**config.mk**
```make
export PLATFORM = sky130hd
export DESIGN_NAME = be8_debug_host_flat
export DESIGN_NICKNAME = d
export VERILOG_FILES = /design/src/rtl/be8_debug_host_if.sv /design/src/rtl/be8_debug_host.sv /design/src/flat_wrapper.sv
export SDC_FILE = /design/constraint.sdc
export NUM_CORES = 1
export LEC_CHECK = 0
export BUFFER_PORTS_ARGS = -buffer_cell sky130_fd_sc_hd__buf_2
export CAP_MARGIN = 5
export CORE_MARGIN = 2
export CORE_UTILIZATION = 50
export CTS_CLUSTER_DIAMETER = 100
export CTS_CLUSTER_SIZE = 28
export DETAILED_ROUTE_END_ITERATION = 10
export PLACE_DENSITY = 0.77
export SLEW_MARGIN = 20
export SYNTH_ARGS = -nofsm -noshare
export SYNTH_HDL_FRONTEND = slang
export SYNTH_SLANG_ARGS = --single-unit
```
**constraint.sdc**
```tcl
create_clock -name CLK -period 2.2 [get_ports CLK]
set_clock_uncertainty 0.15 [all_clocks]
set_input_delay 0.22 -clock CLK [delete_from_list [all_inputs] [get_ports CLK]]
set_output_delay 0.22 -clock CLK [all_outputs]
set_load 0.1 [all_outputs]
```
**src/rtl/be8_debug_host_if.sv**
```systemverilog
`default_nettype none
// ============================================================================
// Module   : be8_debug_host_if
// Brief    : Command, response and core debug-port signals of be8_debug_host.
// Revision : 1.0 - initial release
// ============================================================================
interface be8_debug_host_if #(
  parameter int ADDR_W = 4
);
  logic              CMD_VALID;
  logic              CMD_READY;
  logic [2:0]        CMD_OP;
  logic [ADDR_W-1:0] CMD_ADDR;
  logic [7:0]        CMD_DATA;
  logic              RSP_VALID;
  logic              RSP_ERR;
  logic [7:0]        RDATA;
  logic              DEBUG_REQUEST;
  logic              DEBUG_ACK;
  logic [7:0]        DEBUG_DATA;
  logic              D_CLR, D_HLT, D_CE, D_SU, D_RI;
  logic              D_AIn, D_BIn, D_OIn, D_IIn, D_Jn, D_FIn, D_MIn, D_DOn;
  logic              D_AOn, D_BOn, D_IOn, D_COn, D_EOn, D_ROn, D_NOn;
  logic [7:0]        BUS;

  modport master (
    input  CMD_VALID, CMD_OP, CMD_ADDR, CMD_DATA, DEBUG_ACK, BUS,
    output CMD_READY, RSP_VALID, RSP_ERR, RDATA, DEBUG_REQUEST, DEBUG_DATA,
    output D_CLR, D_HLT, D_CE, D_SU, D_RI,
    output D_AIn, D_BIn, D_OIn, D_IIn, D_Jn, D_FIn, D_MIn, D_DOn,
    output D_AOn, D_BOn, D_IOn, D_COn, D_EOn, D_ROn, D_NOn
  );

  modport slave (
    output CMD_VALID, CMD_OP, CMD_ADDR, CMD_DATA, DEBUG_ACK, BUS,
    input  CMD_READY, RSP_VALID, RSP_ERR, RDATA, DEBUG_REQUEST, DEBUG_DATA,
    input  D_CLR, D_HLT, D_CE, D_SU, D_RI,
    input  D_AIn, D_BIn, D_OIn, D_IIn, D_Jn, D_FIn, D_MIn, D_DOn,
    input  D_AOn, D_BOn, D_IOn, D_COn, D_EOn, D_ROn, D_NOn
  );
endinterface
`default_nettype wire

```
**src/rtl/be8_debug_host.sv**
```systemverilog
`default_nettype none
// ============================================================================
// Module   : be8_debug_host
// Brief    : Debug-port initiator turning host commands into halt/step/release
//            transactions on the be8 core's debug inputs.
// Revision : 1.0 - initial release
// ============================================================================
module be8_debug_host #(
  parameter int ADDR_W      = 4,
  parameter int ACK_TIMEOUT = 64
) (
  input  logic             CLK,
  input  logic             RESET,
  be8_debug_host_if.master dbg
);
  localparam int               CNT_W    = $clog2(ACK_TIMEOUT + 1);
  localparam logic [CNT_W-1:0] CNT_LAST = CNT_W'(ACK_TIMEOUT - 1);

  localparam logic [2:0] OP_NOP       = 3'd0;
  localparam logic [2:0] OP_MEM_WRITE = 3'd1;
  localparam logic [2:0] OP_MEM_READ  = 3'd2;
  localparam logic [2:0] OP_REG_READ  = 3'd3;
  localparam logic [2:0] OP_REG_WRITE = 3'd4;
  localparam logic [2:0] OP_CLEAR     = 3'd5;

  // Bit positions inside the active-low override vector
  localparam int L_AIN = 14, L_BIN = 13, L_OIN = 12, L_IIN = 11, L_JN  = 10;
  localparam int L_FIN = 9,  L_MIN = 8,  L_DON = 7,  L_AON = 6,  L_BON = 5;
  localparam int L_ION = 4,  L_CON = 3,  L_EON = 2,  L_RON = 1,  L_NON = 0;

  typedef enum logic [2:0] {
    S_IDLE  = 3'd0,
    S_REQ   = 3'd1,
    S_STEP1 = 3'd2,
    S_STEP2 = 3'd3,
    S_REL   = 3'd4,
    S_DONE  = 3'd5
  } state_t;

  state_t            state, nxt;
  logic [2:0]        op;
  logic [ADDR_W-1:0] addr;
  logic [7:0]        data;
  logic [CNT_W-1:0]  cnt;
  logic              accept, timeout, two_step, nxt_err;
  logic [1:0]        sel;
  logic [4:0]        hi_d, hi_q;   // CLR HLT CE SU RI
  logic [14:0]       lo_d, lo_q;
  logic [7:0]        dd_d, dd_q;
  logic              req_q, ready_q, rsp_v_q, rsp_e_q;
  logic [7:0]        rdata_q;

  function automatic logic core_op(input logic [2:0] o);
    return (o != OP_NOP) && !(o[2] && o[1]);
  endfunction

  assign sel      = addr[1:0];
  assign accept   = dbg.CMD_VALID && ready_q;
  assign timeout  = (cnt == CNT_LAST);
  assign two_step = (op == OP_MEM_WRITE) || (op == OP_MEM_READ);

  always_comb begin
    nxt     = state;
    nxt_err = 1'b0;
    case (state)
      S_IDLE: begin
        if (accept) begin
          if (core_op(dbg.CMD_OP)) begin
            nxt = S_REQ;
          end else begin
            nxt     = S_DONE;
            nxt_err = dbg.CMD_OP[2] && dbg.CMD_OP[1];
          end
        end
      end
      S_REQ: begin
        if (dbg.DEBUG_ACK) begin
          nxt = S_STEP1;
        end else if (timeout) begin
          nxt     = S_DONE;
          nxt_err = 1'b1;
        end
      end
      S_STEP1: nxt = two_step ? S_STEP2 : S_REL;
      S_STEP2: nxt = S_REL;
      S_REL: begin
        if (!dbg.DEBUG_ACK) begin
          nxt = S_DONE;
        end else if (timeout) begin
          nxt     = S_DONE;
          nxt_err = 1'b1;
        end
      end
      S_DONE:  nxt = S_IDLE;
      default: nxt = S_IDLE;
    endcase
  end

  // Decode of the upcoming state, so every port leaves a flop
  always_comb begin
    hi_d = '0;
    lo_d = '1;
    dd_d = '0;
    if (nxt == S_STEP1) begin
      case (op)
        OP_MEM_WRITE, OP_MEM_READ: begin
          dd_d        = 8'(addr);
          lo_d[L_DON] = 1'b0;
          lo_d[L_MIN] = 1'b0;
        end
        OP_REG_READ: begin
          case (sel)
            2'd0:    lo_d[L_AON] = 1'b0;
            2'd1:    lo_d[L_BON] = 1'b0;
            2'd2:    lo_d[L_ION] = 1'b0;
            default: lo_d[L_CON] = 1'b0;
          endcase
        end
        OP_REG_WRITE: begin
          dd_d        = data;
          lo_d[L_DON] = 1'b0;
          case (sel)
            2'd0:    lo_d[L_AIN] = 1'b0;
            2'd1:    lo_d[L_BIN] = 1'b0;
            2'd2:    lo_d[L_OIN] = 1'b0;
            default: lo_d[L_JN]  = 1'b0;
          endcase
        end
        OP_CLEAR: hi_d[4] = 1'b1;
        default: ;
      endcase
    end else if (nxt == S_STEP2) begin
      if (op == OP_MEM_WRITE) begin
        dd_d        = data;
        lo_d[L_DON] = 1'b0;
        hi_d[0]     = 1'b1;
      end else begin
        lo_d[L_RON] = 1'b0;
      end
    end
  end

  always_ff @(posedge CLK) begin
    if (RESET) begin
      state   <= S_IDLE;
      op      <= OP_NOP;
      addr    <= '0;
      data    <= '0;
      cnt     <= '0;
      hi_q    <= '0;
      lo_q    <= '1;
      dd_q    <= '0;
      req_q   <= 1'b0;
      ready_q <= 1'b1;
      rsp_v_q <= 1'b0;
      rsp_e_q <= 1'b0;
      rdata_q <= '0;
    end else begin
      state <= nxt;
      if (accept) begin
        op   <= dbg.CMD_OP;
        addr <= dbg.CMD_ADDR;
        data <= dbg.CMD_DATA;
      end
      if (nxt != state) begin
        cnt <= '0;
      end else if (state == S_REQ || state == S_REL) begin
        cnt <= cnt + 1'b1;
      end
      if ((state == S_STEP1 && op == OP_REG_READ) ||
          (state == S_STEP2 && op == OP_MEM_READ)) begin
        rdata_q <= dbg.BUS;
      end
      hi_q    <= hi_d;
      lo_q    <= lo_d;
      dd_q    <= dd_d;
      req_q   <= (nxt == S_REQ) || (nxt == S_STEP1) || (nxt == S_STEP2);
      ready_q <= (nxt == S_IDLE);
      rsp_v_q <= (nxt == S_DONE);
      rsp_e_q <= (nxt == S_DONE) && nxt_err;
    end
  end

  assign dbg.CMD_READY     = ready_q;
  assign dbg.RSP_VALID     = rsp_v_q;
  assign dbg.RSP_ERR       = rsp_e_q;
  assign dbg.RDATA         = rdata_q;
  assign dbg.DEBUG_REQUEST = req_q;
  assign dbg.DEBUG_DATA    = dd_q;
  assign {dbg.D_CLR, dbg.D_HLT, dbg.D_CE, dbg.D_SU, dbg.D_RI} = hi_q;
  assign dbg.D_AIn = lo_q[L_AIN];
  assign dbg.D_BIn = lo_q[L_BIN];
  assign dbg.D_OIn = lo_q[L_OIN];
  assign dbg.D_IIn = lo_q[L_IIN];
  assign dbg.D_Jn  = lo_q[L_JN];
  assign dbg.D_FIn = lo_q[L_FIN];
  assign dbg.D_MIn = lo_q[L_MIN];
  assign dbg.D_DOn = lo_q[L_DON];
  assign dbg.D_AOn = lo_q[L_AON];
  assign dbg.D_BOn = lo_q[L_BON];
  assign dbg.D_IOn = lo_q[L_ION];
  assign dbg.D_COn = lo_q[L_CON];
  assign dbg.D_EOn = lo_q[L_EON];
  assign dbg.D_ROn = lo_q[L_RON];
  assign dbg.D_NOn = lo_q[L_NON];
endmodule
`default_nettype wire

```
**src/flat_wrapper.sv**
```systemverilog
// flat-port wrapper written by rule: the top's interface ports become plain ports
module be8_debug_host_flat 
#(
  parameter int ADDR_W      = 4,
  parameter int ACK_TIMEOUT = 64
)
  (CLK, RESET, dbg_CMD_VALID, dbg_CMD_OP, dbg_CMD_ADDR, dbg_CMD_DATA, dbg_DEBUG_ACK, dbg_BUS, dbg_CMD_READY, dbg_RSP_VALID, dbg_RSP_ERR, dbg_RDATA, dbg_DEBUG_REQUEST, dbg_DEBUG_DATA, dbg_D_CLR, dbg_D_HLT, dbg_D_CE, dbg_D_SU, dbg_D_RI, dbg_D_AIn, dbg_D_BIn, dbg_D_OIn, dbg_D_IIn, dbg_D_Jn, dbg_D_FIn, dbg_D_MIn, dbg_D_DOn, dbg_D_AOn, dbg_D_BOn, dbg_D_IOn, dbg_D_COn, dbg_D_EOn, dbg_D_ROn, dbg_D_NOn);
  be8_debug_host_if #(.ADDR_W(ADDR_W)) dbg_i ();
  input  logic CLK;
  input  logic RESET;
  input wire logic [$bits(dbg_i.CMD_VALID)-1:0] dbg_CMD_VALID;
  input wire logic [$bits(dbg_i.CMD_OP)-1:0] dbg_CMD_OP;
  input wire logic [$bits(dbg_i.CMD_ADDR)-1:0] dbg_CMD_ADDR;
  input wire logic [$bits(dbg_i.CMD_DATA)-1:0] dbg_CMD_DATA;
  input wire logic [$bits(dbg_i.DEBUG_ACK)-1:0] dbg_DEBUG_ACK;
  input wire logic [$bits(dbg_i.BUS)-1:0] dbg_BUS;
  output wire logic [$bits(dbg_i.CMD_READY)-1:0] dbg_CMD_READY;
  output wire logic [$bits(dbg_i.RSP_VALID)-1:0] dbg_RSP_VALID;
  output wire logic [$bits(dbg_i.RSP_ERR)-1:0] dbg_RSP_ERR;
  output wire logic [$bits(dbg_i.RDATA)-1:0] dbg_RDATA;
  output wire logic [$bits(dbg_i.DEBUG_REQUEST)-1:0] dbg_DEBUG_REQUEST;
  output wire logic [$bits(dbg_i.DEBUG_DATA)-1:0] dbg_DEBUG_DATA;
  output wire logic [$bits(dbg_i.D_CLR)-1:0] dbg_D_CLR;
  output wire logic [$bits(dbg_i.D_HLT)-1:0] dbg_D_HLT;
  output wire logic [$bits(dbg_i.D_CE)-1:0] dbg_D_CE;
  output wire logic [$bits(dbg_i.D_SU)-1:0] dbg_D_SU;
  output wire logic [$bits(dbg_i.D_RI)-1:0] dbg_D_RI;
  output wire logic [$bits(dbg_i.D_AIn)-1:0] dbg_D_AIn;
  output wire logic [$bits(dbg_i.D_BIn)-1:0] dbg_D_BIn;
  output wire logic [$bits(dbg_i.D_OIn)-1:0] dbg_D_OIn;
  output wire logic [$bits(dbg_i.D_IIn)-1:0] dbg_D_IIn;
  output wire logic [$bits(dbg_i.D_Jn)-1:0] dbg_D_Jn;
  output wire logic [$bits(dbg_i.D_FIn)-1:0] dbg_D_FIn;
  output wire logic [$bits(dbg_i.D_MIn)-1:0] dbg_D_MIn;
  output wire logic [$bits(dbg_i.D_DOn)-1:0] dbg_D_DOn;
  output wire logic [$bits(dbg_i.D_AOn)-1:0] dbg_D_AOn;
  output wire logic [$bits(dbg_i.D_BOn)-1:0] dbg_D_BOn;
  output wire logic [$bits(dbg_i.D_IOn)-1:0] dbg_D_IOn;
  output wire logic [$bits(dbg_i.D_COn)-1:0] dbg_D_COn;
  output wire logic [$bits(dbg_i.D_EOn)-1:0] dbg_D_EOn;
  output wire logic [$bits(dbg_i.D_ROn)-1:0] dbg_D_ROn;
  output wire logic [$bits(dbg_i.D_NOn)-1:0] dbg_D_NOn;
  assign dbg_i.CMD_VALID = dbg_CMD_VALID;
  assign dbg_i.CMD_OP = dbg_CMD_OP;
  assign dbg_i.CMD_ADDR = dbg_CMD_ADDR;
  assign dbg_i.CMD_DATA = dbg_CMD_DATA;
  assign dbg_i.DEBUG_ACK = dbg_DEBUG_ACK;
  assign dbg_i.BUS = dbg_BUS;
  assign dbg_CMD_READY = dbg_i.CMD_READY;
  assign dbg_RSP_VALID = dbg_i.RSP_VALID;
  assign dbg_RSP_ERR = dbg_i.RSP_ERR;
  assign dbg_RDATA = dbg_i.RDATA;
  assign dbg_DEBUG_REQUEST = dbg_i.DEBUG_REQUEST;
  assign dbg_DEBUG_DATA = dbg_i.DEBUG_DATA;
  assign dbg_D_CLR = dbg_i.D_CLR;
  assign dbg_D_HLT = dbg_i.D_HLT;
  assign dbg_D_CE = dbg_i.D_CE;
  assign dbg_D_SU = dbg_i.D_SU;
  assign dbg_D_RI = dbg_i.D_RI;
  assign dbg_D_AIn = dbg_i.D_AIn;
  assign dbg_D_BIn = dbg_i.D_BIn;
  assign dbg_D_OIn = dbg_i.D_OIn;
  assign dbg_D_IIn = dbg_i.D_IIn;
  assign dbg_D_Jn = dbg_i.D_Jn;
  assign dbg_D_FIn = dbg_i.D_FIn;
  assign dbg_D_MIn = dbg_i.D_MIn;
  assign dbg_D_DOn = dbg_i.D_DOn;
  assign dbg_D_AOn = dbg_i.D_AOn;
  assign dbg_D_BOn = dbg_i.D_BOn;
  assign dbg_D_IOn = dbg_i.D_IOn;
  assign dbg_D_COn = dbg_i.D_COn;
  assign dbg_D_EOn = dbg_i.D_EOn;
  assign dbg_D_ROn = dbg_i.D_ROn;
  assign dbg_D_NOn = dbg_i.D_NOn;
  be8_debug_host #(.ADDR_W(ADDR_W), .ACK_TIMEOUT(ACK_TIMEOUT)) u_core (.CLK(CLK), .RESET(RESET), .dbg(dbg_i));
endmodule
```
---- Word-level counts from Yosys, hierarchy flattened ----
Cells that the tools add are included.
storage, ports and cells
  register bits ........................... 65
  input port bits ......................... 27
  output and inout bits ................... 40
  word-level logic and storage cells ...... 94
operators by class
  add/sub/neg operators ................... 1
  equal/unequal tests ..................... 17
  multiplexer cells ....................... 28
  bitwise operators ....................... 4
  reduce and logical (&&, ||, !) cells .... 24
operator list
  cell                 count
  $mux 8               3
  $eq 3x2->1 const B   6
  $mux 3               6
  $mux 1               16
  $pmux 8 s2           1
  $pmux 3 s5           1
  $reduce_or 3->1      5
  $eq 3x3->1 const B   4
  $eq 3x1->1 const B   3
  $add 7x1->7 const B  1
  $eq 7x6->1 const B   1
  $logic_and 1x1->1    6
  $logic_not 3->1      2
  $reduce_or 2->1      3
  $logic_or 1x1->1     5
  $not 1->1            4
  $ne 3x3->1           1
  $pmux 1 s3           1
  $reduce_bool 3->1    1
  $eq 2x1->1 const B   1
  $eq 2x2->1 const B   1
  $logic_not 2->1      1
  $logic_not 1->1      1

---- Longest topological paths before layout ----
Gate-level depths: netlist of run 1.
  word-level depth ........................ 9
  gate-level depth with buffers ........... 8
  gate-level depth less buffers ........... 6

---- Worst setup path after synthesis of run 1 ----
Ideal clock, no wire load.
  path type ............................... reg-to-reg
  from .................................... reg u_core.ready_q (netlist: u_core.dbg.CMD_READY)
  to ...................................... reg u_core.lo_q[3]
  setup time .............................. 0.062 ns
  arrival time ............................ 2.151 ns
  data required time ...................... 1.988 ns
  path slack .............................. -0.163 ns
  stages on the path, launching flop included .. 8
  path buffers ............................ 2
  period minus slack after synthesis ...... 2.363 ns
  cell sequence ........................... dfxtp_1 -> and2_1 -> clkbuf_1 -> o21ai_0 -> o21a_1 -> buf_4 -> and4_2 -> nand3_1
between the ends
  longest elaborated chain between the ends .. 6
RTL lines
  item                       RTL line               source
  from (decl)                be8_debug_host.sv:50   logic req_q, ready_q, rsp_v_q, rsp_e_q;
  from (signal assigned)     be8_debug_host.sv:178  ready_q <= (nxt == S_IDLE);
  $logic_and 1x1->1          be8_debug_host.sv:58   assign accept = dbg.CMD_VALID && ready_q;
  $mux 3                     be8_debug_host.sv:67   if (accept) begin
  $pmux 3 s5                 be8_debug_host.sv:65   case (state)
  $eq 3x2->1                 be8_debug_host.sv:104  if (nxt == S_STEP1) begin
  $not 1->1 (no line)        --
  $reduce_or 3->1 (no line)  --
  to (signal assigned)       be8_debug_host.sv:175  lo_q <= lo_d;
  to (decl)                  be8_debug_host.sv:48   logic [14:0] lo_d, lo_q;
No other way between the ends.
A chain may end at the register's enable or synchronous reset.

---- Final worst setup path of run 1 ----
  from .................................... reg u_core.state[2]
  to ...................................... reg u_core.lo_q[3]
between the ends
  longest elaborated chain between the ends .. 6
  elaborated cells between the ends (all ways) .. 13
  those cells by class .................... eq/ne (5); mux (5); bitwise (1); reduce/logical (2)
RTL lines
  item                              RTL line                                    source
  from (decl)                       be8_debug_host.sv:40                        state_t state, nxt;
  from (signal assigned)            be8_debug_host.sv:159                       state <= nxt;
  $mux 3                            be8_debug_host.sv:79, be8_debug_host.sv:89
  $mux 3, on equally long branches  be8_debug_host.sv:87, be8_debug_host.sv:77
  $pmux 3 s5 (*)                    be8_debug_host.sv:65
  $eq 3x2->1 (*)                    be8_debug_host.sv:104
  $not 1->1 (no line) (*)           --
  $reduce_or 3->1 (no line) (*)     --
Every way passes the cells marked *; elsewhere a longest branch is shown, timed or not.

==> run metrics, run 1 <==
status finished, final reports clean; RSZ-0062 raised after global routing false; most area-hungry cell type in the Yosys netlist dfxtp_1; setup TNS 0 ns; Logic pwr share 0.196; Post-DRT Antenna Nets 0; Slew @ Worst Pin 0.5160 ns; mux contribution to synthesized area 0.03783; routed wire length 5.171 mm; Final min period 2.079 ns; port buffer count 59; detailed-route DRC error count 0; Fin. Hold Viols 0; cell count after synthesis 262; Mean Syn Cell Area 9.088 µm²; post-placement cell area 2683 µm²; Simple-Gate Fraction of Synth Area 0.2491; die width 73.01 µm; xor and xnor area share after synthesis 0.03258; clock power share 0.383; reg-to-reg slack, setup 0.12 ns; reg2reg end u_core.lo_q[3]$_SDFF_PP1_; Cell Int Power 1938 µW; CP max FO 13; Initial DRT Pass Iterations 4; worst hold path depth 2; Switching Share 0.2998; GP Congestion 0.8616; type of the worst min-delay path in2reg; main combinational cell family by area after synthesis simple AND/OR/NAND/NOR gates; Core ar. 4661 µm²; CTS max path bufs 2; Congestion Overflow GR 0; CP Cell Sequence nand2b_1, nor4_4, o21ai_4, inv_2, and4_2, nand3_1; Rows 25; Setup Crit Path Kind reg2reg; vias in the first global route 1922; die height 73.01 µm; via/cell ratio 5.119; Critical path buffers and inverters 1; Syn. warnings 0; max cap viols 0; I/O Pins 67; total net switching power 829.8 µW; Tcrit/Tclk final 0.9451; adder-cell share of the synthesized area 0.005255; Starting Density 0.5109; All-Layer GR Usage 0.2160; n_diodes 0; fillers 373; Final #Nets 374; CTS H-Tree Depth 3; pin count of the biggest net entering global routing 19; CP delay by family, top simple AND/OR/NAND/NOR gates; Clock Latency Late Sink 0.34 ns; ranking of synthesized cells by area dfxtp_1 (49%), nand2_1 (6.6%), nor2_1 (4.3%); Register Area 1162 µm²; library cells used by synthesis 50; Power Dens Cells 883.8 nW/µm²; antenna violations before repair 0; fmax 0.4809 GHz; relative slew slack 0.6551; Vias 2073; leakage 0.001370 µW; synthesized flop and latch total 58; Critical Path RT 2.26 ns; wire per inst 12.77 µm; RR Startpoint u_core.state[2]$_SDFF_PP0_; final instance area 3132 µm²; register share of total power 0.421; crit path from u_core.state[2]$_SDFF_PP0_; final setup vio count 0; Synth Area in Compound Gates 0.1314; fin util 0.6719; synth-to-layout area growth 31.53%; Post-synth EDFFs 0; top-area cell type share of the netlist area 0.4877; critical path startpoint category flip-flop; worst slack, placed 0.1863 ns; first-pass GRT wire length 8.673 mm; 1st-iter DRT viols 171; final worst slack 0.1208 ns; CTS tree done; R2R depth 6; most frequent cells after synthesis dfxtp_1 (58), nand2_1 (42), nor2_1 (27); Crit path depth 6; Max Slew Vio Count 0; Clock transition at path regs 0.06 ns; Worst EP arrival 2.14 ns; CTS buffer count 9; ys flop type dfxtp_1; sequential area share after synthesis 0.4877; die area 5330 µm²; layout cells sized above 1 0.2564; Async SR Flop Fraction 0; CTS Sinks 58; largest vdd supply drop 0.6139 mV; most numerous cell in the Yosys netlist dfxtp_1; synthesized area 2381 µm²; Slowest Stage Delay on Critical Path 0.43 ns; Setup crit end kind flip-flop; Clock Tree Root clkbuf_8; post-DP HPWL 3.335 mm; Worst Setup EP u_core.lo_q[3]$_SDFF_PP1_; Multi-input gate area 1112 µm²; number of gates resized after cts 0; Crit-path slowest cell dfxtp_1
logic make-up after synthesis:
logic type      Yosys count
compound gates           46
xor+xnor                  8
fa+ha+maj                 1
buf+inv                  22
flops                    58
mux                       9
other cells               2
simple gates            116
final cells by class:
| type | instances | share of cell area |
|---|---|---|
| Tap cell | 54 | 0.02157 |
| Sequential cell | 58 | 0.3712 |
| Clock buffer | 11 | 0.04515 |
| Clock inverter | 5 | 0.02477 |
| Multi-Input combinational cell | 187 | 0.3552 |
| Inverter | 4 | 0.004794 |
| Timing Repair Buffer | 86 | 0.1774 |
layer usage:
layer  wire [µm]  GRT usage  vias to the layer above
met5           0          0                        -
met4         102     0.1049                        0
met3         305    0.07320                       11
met2        2441     0.3383                       75
met1        2322     0.2652                      935
li1            -          -                     1052
stage by stage:
stage | hold WS [ns] | cells | power (µW)
2_1_floorplan | 0.2060 | 267 | 1610
3_3_place_gp | 0.2843 | 366 | 1686
3_5_place_dp | 0.2926 | 366 | 1692
4_1_cts | 0.06551 | 405 | 2782
5_1_grt | 0.07268 | 405 | 2890
6_report | 0.07011 | 405 | 2768
worst min path at each step:
stage	start	endpoint
6_report	RESET	u_core.data[1]$_SDFFE_PP0P_
5_1_grt	RESET	u_core.data[2]$_SDFFE_PP0P_
3_3_place_gp	u_core.data[6]$_SDFFE_PP0P_	u_core.dbg.DEBUG_DATA[6]$_SDFF_PP0_
4_1_cts	RESET	u_core.data[5]$_SDFFE_PP0P_
2_1_floorplan	dbg_CMD_DATA[4]	u_core.data[4]$_SDFFE_PP0P_
3_5_place_dp	u_core.data[7]$_SDFFE_PP0P_	u_core.dbg.DEBUG_DATA[7]$_SDFF_PP0_
power by group through the flow:
stage	logic, µW	registers (µW)	clock network (µW)
6_report	543	1160	1060
5_1_grt	588	1170	1130
4_1_cts	539	1160	1080
3_5_place_dp	506	1190	0
3_3_place_gp	502	1180	0
2_1_floorplan	351	1260	0
sequential cells by signal, indices dropped and copies added, names as in the netlist:
register                  cells
u_core.dbg.RSP_ERR            1
u_core.addr                   4
u_core.state                  3
u_core.dbg.RSP_VALID          1
u_core.data                   8
u_core.cnt                    7
u_core.op                     3
u_core.dbg.CMD_READY          1
u_core.dbg.DEBUG_REQUEST      1
u_core.dbg.RDATA              8
u_core.lo_q                  11
u_core.dbg.DEBUG_DATA         8
u_core.hi_q                   2
layout by cell type, fill, tap and decap left out, types with 4 or more instances in the layout:
cell,synthesis,final
buf_2,1,59
dfxtp_1,58,57
nand2_1,42,42
nor2_1,27,27
dlygate4sd3_1,0,23
a21oi_1,18,18
clkbuf_8,0,10
mux2i_1,9,9
nand3_1,9,9
and2_1,8,8
conb_1,2,7
o21ai_0,6,6
a22oi_1,5,5
xnor2_1,4,4
a32o_1,4,4
buf_4,9,4
repair_timing:
action	4_1_cts	5_1_grt
hold buffers	23	0
endpoints found under the hold margin	23	0
setup buffers	0	0
Power figures use the tool's default switching activity.
==> run 2, diff against run 1 <==
--- a/config.mk
+++ b/config.mk
@@ -5,8 +5,8 @@
 export SDC_FILE = /design/constraint.sdc
 export NUM_CORES = 1
 export LEC_CHECK = 0
+export ABC_AREA = 1
 export BUFFER_PORTS_ARGS = -buffer_cell sky130_fd_sc_hd__buf_2
-export CAP_MARGIN = 5
 export CORE_MARGIN = 2
 export CORE_UTILIZATION = 50
 export CTS_CLUSTER_DIAMETER = 100
==> run 2 against run 1 <==
Net effect:
- hold slack lost 0.059 ns
- total power grew 4.9%
- combinational power grew 28%
==> run metrics, run 2 <==
library cells used by synthesis 32; Syn. warnings 0; Vias 2066; synthesized area 2312 µm²; CP delay by family, top simple AND/OR/NAND/NOR gates; wire per inst 12.44 µm; CTS buffer count 9; Setup crit end kind flip-flop; I/O Pins 67; Initial DRT Pass Iterations 4; most frequent cells after synthesis dfxtp_1 (58), nor2_1 (45), inv_1 (33); most area-hungry cell type in the Yosys netlist dfxtp_1; Final #Nets 390; max cap viols 0; Starting Density 0.5238; cell count after synthesis 287; die width 72.01 µm; most numerous cell in the Yosys netlist dfxtp_1; CTS max path bufs 2; sequential area share after synthesis 0.5022; routed wire length 5.198 mm; Hold Startpoint RESET; Fin. Hold Viols 0; layout cells sized above 1 0.2787; die height 72.01 µm; CP max FO 9; largest vdd supply drop 0.4441 mV; Power Dens Cells 987.9 nW/µm²; CTS tree done; Max Slew Vio Count 0; port buffer count 59; post-DP HPWL 3.665 mm; setup TNS 0 ns; Critical path buffers and inverters 1; Setup Crit Path Kind reg2reg; most frequent cells in the layout buf_2 (59), dfxtp_1 (57), nor2_1 (45); GRT met3 Usage 0.07639; Core ar. 4414 µm²; most common cell after layout, fill and taps aside buf_2; non-filler cells, final 418; reg2reg end u_core.dbg.RDATA[0]$_SDFFE_PP0P_; detailed-route DRC error count 0; Clock Latency Late Sink 0.33 ns; type of the worst min-delay path in2reg; n_diodes 0; Largest Register u_core.lo_q; CP Cell Sequence nand2_2, or2_2, nand2_2, inv_1, nor2_1, nor2_1; first-pass GRT wire length 8.797 mm; grt met2 use 0.3560; 1st-iter DRT viols 113; top-area cell type share of the netlist area 0.5022; R2R depth 6; RR Startpoint u_core.op[1]$_SDFFE_PP0P_; Post-synth EDFFs 0; via/cell ratio 4.943; Critical Path RT 2.28 ns; Congestion Overflow GR 0; final setup vio count 0; die area 5185 µm²; Clock transition at path regs 0.07 ns; fillers 394; CTS Sinks 58; worst hold path depth 3; Mean Syn Cell Area 8.057 µm²; fmax 0.5760 GHz; status finished, final reports clean; Rows 24; synth-to-layout area growth 27.06%; hold-critical path endpoint u_core.lo_q[8]$_SDFF_PP1_; critical path startpoint category flip-flop; antenna violations before repair 0; GP Congestion 0.9680; Async SR Flop Fraction 0; reg-to-reg slack, setup 0.46 ns; synthesized flop and latch total 58; Pwr Total 2902 µW; leakage 0.001339 µW; met1 Resource Use GR 0.2592; Clock Tree Root clkbuf_8; All-Layer GR Usage 0.2214; CTS H-Tree Depth 3; Crit-path slowest cell dfxtp_1; vias in the first global route 1993; Slowest Stage Delay on Critical Path 0.53 ns; RSZ-0062 raised after global routing false; Worst EP arrival 1.82 ns; ranking of synthesized cells by area dfxtp_1 (50%), nor2_1 (7.3%), inv_1 (5.4%); busiest layer in global routing met2; pin count of the biggest net entering global routing 28; Largest register FFs 11; ys flop type dfxtp_1; Final min period 1.736 ns; number of instances in the placed design 394; Post-DRT Antenna Nets 0; Tcrit/Tclk final 0.7892
-- run 2: cell types whose count changed after synthesis, moves of 4 or more --
cell     delta
mux2i_1     -9
and2_1      -8
nor2_1     +18
a32o_1      -4
nand3_1     +6
a21oi_1     -4
nand2_1    -11
inv_1      +30
nand2_2     +6
o21ai_0    +18
inv_2       +5
o22ai_1     +5
nand4_1     +4
-- run 2: cell families (layout without fill, tap and decap cells) --
family	after synthesis	after routing	synth area share
AOI/OAI and AO/OA	50	50	0.1196
xor gates and xnor gates	4	4	0.01515
adders and majority gates	1	1	0.005410
buffers and inverters	51	125	0.09416
DFF	58	58	0.5022
other	2	7	0.003248
and+or+nand+nor	121	121	0.2603
-- run 2: cell type report --
| type | count | area, µm² | share of cell area |
|---|---|---|---|
| flip-flops and latches | 58 | 1162 | 0.3957 |
| multi-input cells | 183 | 952.2 | 0.3241 |
| repair buffers | 71 | 407.9 | 0.1388 |
| clock buffers | 13 | 168.9 | 0.05750 |
| inverters | 39 | 146.4 | 0.04983 |
| well taps | 52 | 65.06 | 0.02215 |
| clock inverters | 2 | 35.03 | 0.01193 |
-- run 2: layer usage --
layer	wire (µm)	share of wire
met2	2427	0.47
met4	98	0.019
met3	337	0.065
met1	2336	0.45
met5	0	0
-- run 2: how the worst max path moves through the flow --
| stage | to | slack [ns] | depth (start not counted) | startpoint |
|---|---|---|---|---|
| after floorplan | u_core.cnt[3]$_SDFFE_PP0P_ | 0.38 | 9 | u_core.dbg.CMD_READY$_SDFF_PP1_ |
| after global placement | u_core.dbg.RDATA[0]$_SDFFE_PP0P_ | 0.53 | 7 | u_core.op[0]$_SDFFE_PP0P_ |
| after detailed placement | u_core.dbg.RDATA[0]$_SDFFE_PP0P_ | 0.47 | 7 | u_core.op[0]$_SDFFE_PP0P_ |
| after CTS | u_core.dbg.RDATA[0]$_SDFFE_PP0P_ | 0.46 | 6 | u_core.op[1]$_SDFFE_PP0P_ |
| after global routing | u_core.dbg.RDATA[2]$_SDFFE_PP0P_ | 0.30 | 7 | u_core.op[0]$_SDFFE_PP0P_ |
| final | u_core.dbg.RDATA[0]$_SDFFE_PP0P_ | 0.46 | 6 | u_core.op[1]$_SDFFE_PP0P_ |
-- run 2: power breakdown --
group | switching [µW] | internal, µW
sequential | 71.2 | 1140
clock | 392 | 608
combinational | 528 | 168
total | 991 | 1910
-- run 2: what timing repair did --
action	in CTS	in global routing
buffers inserted	0	0
resized for setup	0	0
hold buffers	9	0
hold endpoints to repair	9	0
-- run 2: worst register-to-register path: cells and delay by family (launching register included) --
| family | cells | cell delay [ns] |
|---|---|---|
| AND/OR/NAND/NOR | 5 | 0.78 |
| flip-flops | 1 | 0.53 |
| buffers and inverters | 1 | 0.16 |
-- run 2: per-stage QoR --
step	area [µm²]	hold slack (ns)	setup WS, ns	util
finish	2938	0.01075	0.4638	0.6655
CTS	2938	0.001890	0.4606	0.6655
global placement	2644	0.2835	0.5307	0.5989
detailed placement	2644	0.2878	0.4691	0.5989
global route	2938	0.01461	0.2968	0.6655
floorplan	2332	0.1688	0.3753	-
